<file path="src/rtl/alu_ops_pkg.sv">
// alu_ops_pkg: opcodes, sequencer state encoding and carry-in helper shared by the serial ALU
package alu_ops_pkg;
    localparam logic [2:0] OP_AND = 3'b001;
    localparam logic [2:0] OP_OR  = 3'b010;
    localparam logic [2:0] OP_ADD = 3'b011;
    localparam logic [2:0] OP_SUB = 3'b100;
    localparam logic [2:0] OP_NOR = 3'b101;
    localparam logic [2:0] OP_SLT = 3'b110;

    typedef enum logic [1:0] {IDLE = 2'd0, RUN = 2'd1, FIX = 2'd2, DONE = 2'd3} state_t;

    function automatic logic cin_init(input logic [2:0] op);
        return op == OP_SUB || op == OP_SLT;
    endfunction
endpackage

</file>
<file path="src/rtl/alu_serial_slice.sv">
// alu_serial_slice: combinational 1-bit ALU slice
module alu_serial_slice
    import alu_ops_pkg::*;
(
    input  logic       a,
    input  logic       b,
    input  logic       cin,
    input  logic [2:0] op,
    output logic       s,
    output logic       cout
);
    logic inv, bb;
    always_comb begin
        inv  = cin_init(op);
        bb   = b ^ inv;
        cout = (a & bb) | (a & cin) | (bb & cin);
        s    = op == OP_AND ? a & b :
               op == OP_OR  ? a | b :
               op == OP_NOR ? ~(a | b) :
               (op == OP_ADD || inv) ? a ^ bb ^ cin : 1'b0;
    end
endmodule

</file>
<file path="src/rtl/alu_serial_ctrl.sv">
// alu_serial_ctrl: bit-serial ALU sequencer driving one slice LSB-first with SLT fix-up pass
module alu_serial_ctrl
    import alu_ops_pkg::*;
#(
    parameter int WIDTH = 32
) (
    input  logic             clk_i,
    input  logic             rst_n,
    input  logic             start_i,
    input  logic [WIDTH-1:0] src1_i,
    input  logic [WIDTH-1:0] src2_i,
    input  logic [2:0]       op_i,
    output logic             ready_o,
    output logic             busy_o,
    output logic             done_o,
    output logic [WIDTH-1:0] result_o,
    output logic             zero_o,
    output logic             cout_o,
    output logic             overflow_o
);
    localparam int IW = $clog2(WIDTH);

    state_t           state, state_n;
    logic [IW-1:0]    idx;
    logic [WIDTH-1:0] a_sr, b_sr, r_sr, r_next;
    logic [2:0]       op_q;
    logic             carry, set_q, s, co, last, arith, ov;

    alu_serial_slice u_slice (.a(a_sr[0]), .b(b_sr[0]), .cin(carry), .op(op_q), .s(s), .cout(co));

    assign last    = idx == IW'(WIDTH - 1);
    assign arith   = op_q == OP_ADD || op_q == OP_SUB;
    assign ov      = carry ^ co;
    assign ready_o = state == IDLE;
    assign busy_o  = state != IDLE;
    assign done_o  = state == DONE;

    always_comb begin
        state_n = state;
        r_next  = r_sr;
        case (state)
            IDLE: state_n = start_i ? RUN : IDLE;
            RUN: begin
                r_next  = {s, r_sr[WIDTH-1:1]};
                state_n = !last ? RUN : op_q == OP_SLT ? FIX : DONE;
            end
            FIX: begin
                r_next  = {{(WIDTH-1){1'b0}}, set_q};
                state_n = DONE;
            end
            default: state_n = IDLE;
        endcase
    end

    // Published outputs load only on the edge into DONE, so an abort never leaks a partial word
    always_ff @(posedge clk_i or negedge rst_n) begin
        if (!rst_n) begin
            state      <= IDLE;
            idx        <= '0;
            a_sr       <= '0;
            b_sr       <= '0;
            r_sr       <= '0;
            op_q       <= '0;
            carry      <= 1'b0;
            set_q      <= 1'b0;
            result_o   <= '0;
            zero_o     <= 1'b0;
            cout_o     <= 1'b0;
            overflow_o <= 1'b0;
        end else begin
            state <= state_n;
            r_sr  <= r_next;
            case (state)
                IDLE: if (start_i) begin
                    a_sr  <= src1_i;
                    b_sr  <= src2_i;
                    op_q  <= op_i;
                    idx   <= '0;
                    carry <= cin_init(op_i);
                end
                RUN: begin
                    a_sr  <= a_sr >> 1;
                    b_sr  <= b_sr >> 1;
                    carry <= co;
                    idx   <= idx + 1'b1;
                    if (last) set_q <= s ^ ov;
                end
                default: ;
            endcase
            if (state_n == DONE) begin
                result_o   <= r_next;
                zero_o     <= r_next == '0;
                cout_o     <= state == RUN && arith && co;
                overflow_o <= state == RUN && arith && ov;
            end
        end
    end
endmodule

</file>
<file path="config.mk">
export PLATFORM = sky130hd
export DESIGN_NAME = alu_serial_ctrl
export DESIGN_NICKNAME = d
export VERILOG_FILES = /design/src/rtl/alu_ops_pkg.sv /design/src/rtl/alu_serial_slice.sv /design/src/rtl/alu_serial_ctrl.sv
export SDC_FILE = /design/constraint.sdc
export NUM_CORES = 1
export LEC_CHECK = 0
export ABC_AREA = 0
export CAP_MARGIN = 10
export CORE_ASPECT_RATIO = 2
export CORE_MARGIN = 5
export CORE_UTILIZATION = 30
export CTS_CLUSTER_SIZE = 28
export DETAILED_ROUTE_END_ITERATION = 8
export GPL_ROUTABILITY_DRIVEN = 0
export PLACE_DENSITY = 0.62
export RECOVER_POWER = 25
export SYNTH_ARGS = -nofsm -noshare
export SYNTH_HDL_FRONTEND = slang
export SYNTH_SLANG_ARGS = --single-unit
export TNS_END_PERCENT = 50
</file>
<file path="constraint.sdc">
create_clock -name clk_i -period 2 [get_ports clk_i]
set_clock_uncertainty 0.15 [all_clocks]
set_input_delay 0.2 -clock clk_i [delete_from_list [all_inputs] [get_ports clk_i]]
set_output_delay 0.2 -clock clk_i [all_outputs]
set_load 0.03 [all_outputs]
</file>
==> impl_metrics.toml <==
[layout]
drive_above_1_share_pct = 24.7
layout.nets = 845
area_growth_pct = 47.0

[place]
place_hpwl_mm = 11.7
post-place-ws_ns = -0.274
io_buffers = 107

[worst_setup_path]
worstPathCellList = "nand2b_4, xor2_2, fa_1, inv_1, nand4_1, o2111ai_4, xnor2_1, mux2_2"
cp_slowest_cell = "fa_1"
end_kind = "register"
regToRegStartpoint = "op_q[0]"
critPathRequiredTime_ns = 2.16
critPathArrivalTime_ns = 2.38
cp-start-kind = "register"
cp_slowest_stage_delay_ns = 0.51
worst-path-buf-inv = 1
critPathMaxFanout = 2
worst-setup-path-type = "reg -> reg"
cp_top_family = "adder cells"
cp-startpoint = "op_q[0]"

[die]
rows = 75
io_pins = 108
dieHeight_microns = 215
dieWidth_microns = 112
die_area_sq_mm = 0.0241
fp.coreArea_sq_mm = 0.0208
initial_utilization_pct = 30.2

[clocking]
clkSinkCount = 143
clk_pin_slew_ns = 0.06
cts.htree.levels = 4
cts-root-buf = "clkbuf_16"
cts_made_buffers = 17
tritoncts = "built"
clockBufferDepth = 2
insertion_delay_ns = 0.42

[detailed_routing]
vias_per_cell = 4.73
vias = 4969
ant_nets = 0
wire_per_inst_microns = 15.9
firstDrtPassIters = 5
drt_iter0_drc = 135
drc = 0
routed_wl_mm = 16.7

[global_route]
grt_util_met3_pct = 2.82
met1_usage_pct = 14.4
antenna_found_initial = 1
grt_max_degree = 47
use_met2_pct = 26.4
grt_usage_pct = 14.2
gr-max-usage-layer = "met2"
grt_pass1_vias = 5312
grt_pass1_wl_mm = 27.0
grt_overflow = 0

[logic_synthesis]
syn_inst = 603
syn_area_per_cell_sq_um = 10.4
yosysWarnings = 0
synth_edf_count = 0
async_reset_ff_share_pct = 100
synth_nets = 681
syn_area_sq_mm = 0.00628
ys_seq_area_share_pct = 57.0
synth_cell_types = 44
ys_ff_latch = 143
synth_flop_cell = "dfrtp_1"

[run_status]
violations = "negative setup slack"
status = "finished, violations left"

[timing]
tightest_slew_ns = 1.04
final.setup.worst_slack_ns = -0.222
setup_viol = 37
relSlewSlack_pct = 30.7
finalSetupTns_ns = -5.74
rsz0062_at_grt = "true"
fin_crit_sh_pct = 111
min_period_ns = 2.22
fmax_mhz = 450
final_hold_viol_count = 0
drv_slew = 0

[worst_hold_path]
hp-class = "in -> reg"
min_from = "src1_i[6]"

[flow_run]
max-cap-violations = 0

[power_and_ir_drop]
ir_worst_vdd_mv = 0.630
p_total_uw = 12300
p_leak_uw = 0.00467
powerDensity_mw_per_mm2 = 1330
==> path summary, 6_finish.rpt <==
kind,endpoint,depth (start not counted),slack [ns]
max in group asynchronous,a_sr[23],3,0.22
min in group asynchronous,b_sr[13],2,0.35
worst min-delay path,a_sr[6],3,0.25
worst min register to register,result_o[18],2,0.32
worst max register to register,set_q,8,-0.22
worst max-delay path,set_q,8,-0.22
==> area by class of cell <==
type | count | area [sq um]
fillers | 2015 | 11600
flip-flops and latches | 143 | 3580
multi-input cells | 409 | 2830
repair buffers | 182 | 1890
clock buffers | 19 | 443
well taps | 269 | 337
clock inverters | 13 | 92.6
inverters | 14 | 56.3
diodes | 1 | 2.50
==> worst min-delay path, stage by stage <==
cell and delay, ns:
clkdlybuf4s50_1 0.39, mux2i_1 0.11, o21ai_0 0.08
==> synthesized netlist by cell type (all sizes together), types with 2 or more instances <==
cell | number | area [sq um]
a21o | 2 | 15.0
a21oi | 7 | 35.0
a22o | 31 | 272
and2 | 2 | 15.0
and3 | 4 | 25.0
buf | 21 | 121
clkbuf | 16 | 60.1
dfrtp | 143 | 3580
ha | 7 | 87.6
inv | 14 | 52.6
mux2 | 4 | 45.0
mux2i | 63 | 631
nand2 | 168 | 631
nand2b | 5 | 31.3
nand3 | 3 | 15.0
nor2 | 4 | 15.0
nor3 | 3 | 15.0
nor4 | 6 | 37.5
o2111ai | 2 | 17.5
o21ai | 75 | 375
or4 | 4 | 30.0
xor2 | 2 | 17.5
==> per-layer routing <==
metal / share of wire [%] / vias to the layer above / routed length [microns]
met5: 0 / - / 0
met4: 3.8 / 0 / 635
met3: 2.8 / 35 / 475
met2: 58 / 99 / 9680
met1: 35 / 2426 / 5910
li1: - / 2409 / -
==> cell families (layout without fill, tap and decap cells) <==
family	count (synthesis)	in the layout	share of synthesized area, %
xor+xnor	3	3	0.418
mux	67	67	10.8
other cells	0	1	0
fa+ha+maj	8	8	1.71
compound gates	124	124	12.4
buf+inv	51	228	3.73
simple gates	207	207	14.0
flops	143	143	57.0
==> sequential cells by signal, summed over array words and instances, names as in the netlist, 2 cells and up <==
| register | cells |
|---|---|
| b_sr | 32 |
| idx | 5 |
| result_o | 32 |
| state | 2 |
| op_q | 3 |
| r_sr | 32 |
| a_sr | 32 |
==> report_power, final <==
| part | switching, uW | internal (uW) |
|---|---|---|
| Clock | 1290 | 1620 |
| Sequential | 632 | 3860 |
| Combinational | 2450 | 2410 |
==> what timing repair did <==
item	CTS	global route
setup endpoints to repair	89	72
endpoints found under the hold margin	143	0
cloned	4	1
resized for setup	65	58
setup buffers	8	1
pin swaps	48	46
hold buffers	1	0
==> layout by cell type (no fill, tap or decap), drive strengths merged, types with 6 or more instances in the layout <==
| cell type | count |
|---|---|
| a21oi | 7 |
| a22o | 31 |
| buf | 72 |
| clkbuf | 23 |
| clkdlybuf4s50 | 103 |
| clkinv | 7 |
| clkinvlp | 6 |
| dfrtp | 143 |
| ha | 7 |
| inv | 14 |
| mux2i | 63 |
| nand2 | 168 |
| nor4 | 6 |
| o21ai | 75 |
==> metrics by stage <==
stage | cells | cell area [sq um] | utilization, % | hold WS [ns]
6_report | 1050 | 9230 | 44.3 | 0.250
2_1_floorplan | 603 | 6320 | - | -0.246
3_5_place_dp | 1004 | 8130 | 39.0 | -0.0142
3_3_place_gp | 1004 | 8130 | 39.0 | -0.0120
4_1_cts | 1049 | 9050 | 43.5 | 0.112
5_1_grt | 1050 | 9230 | 44.3 | 0.250
(Power assumes the default switching activity.)
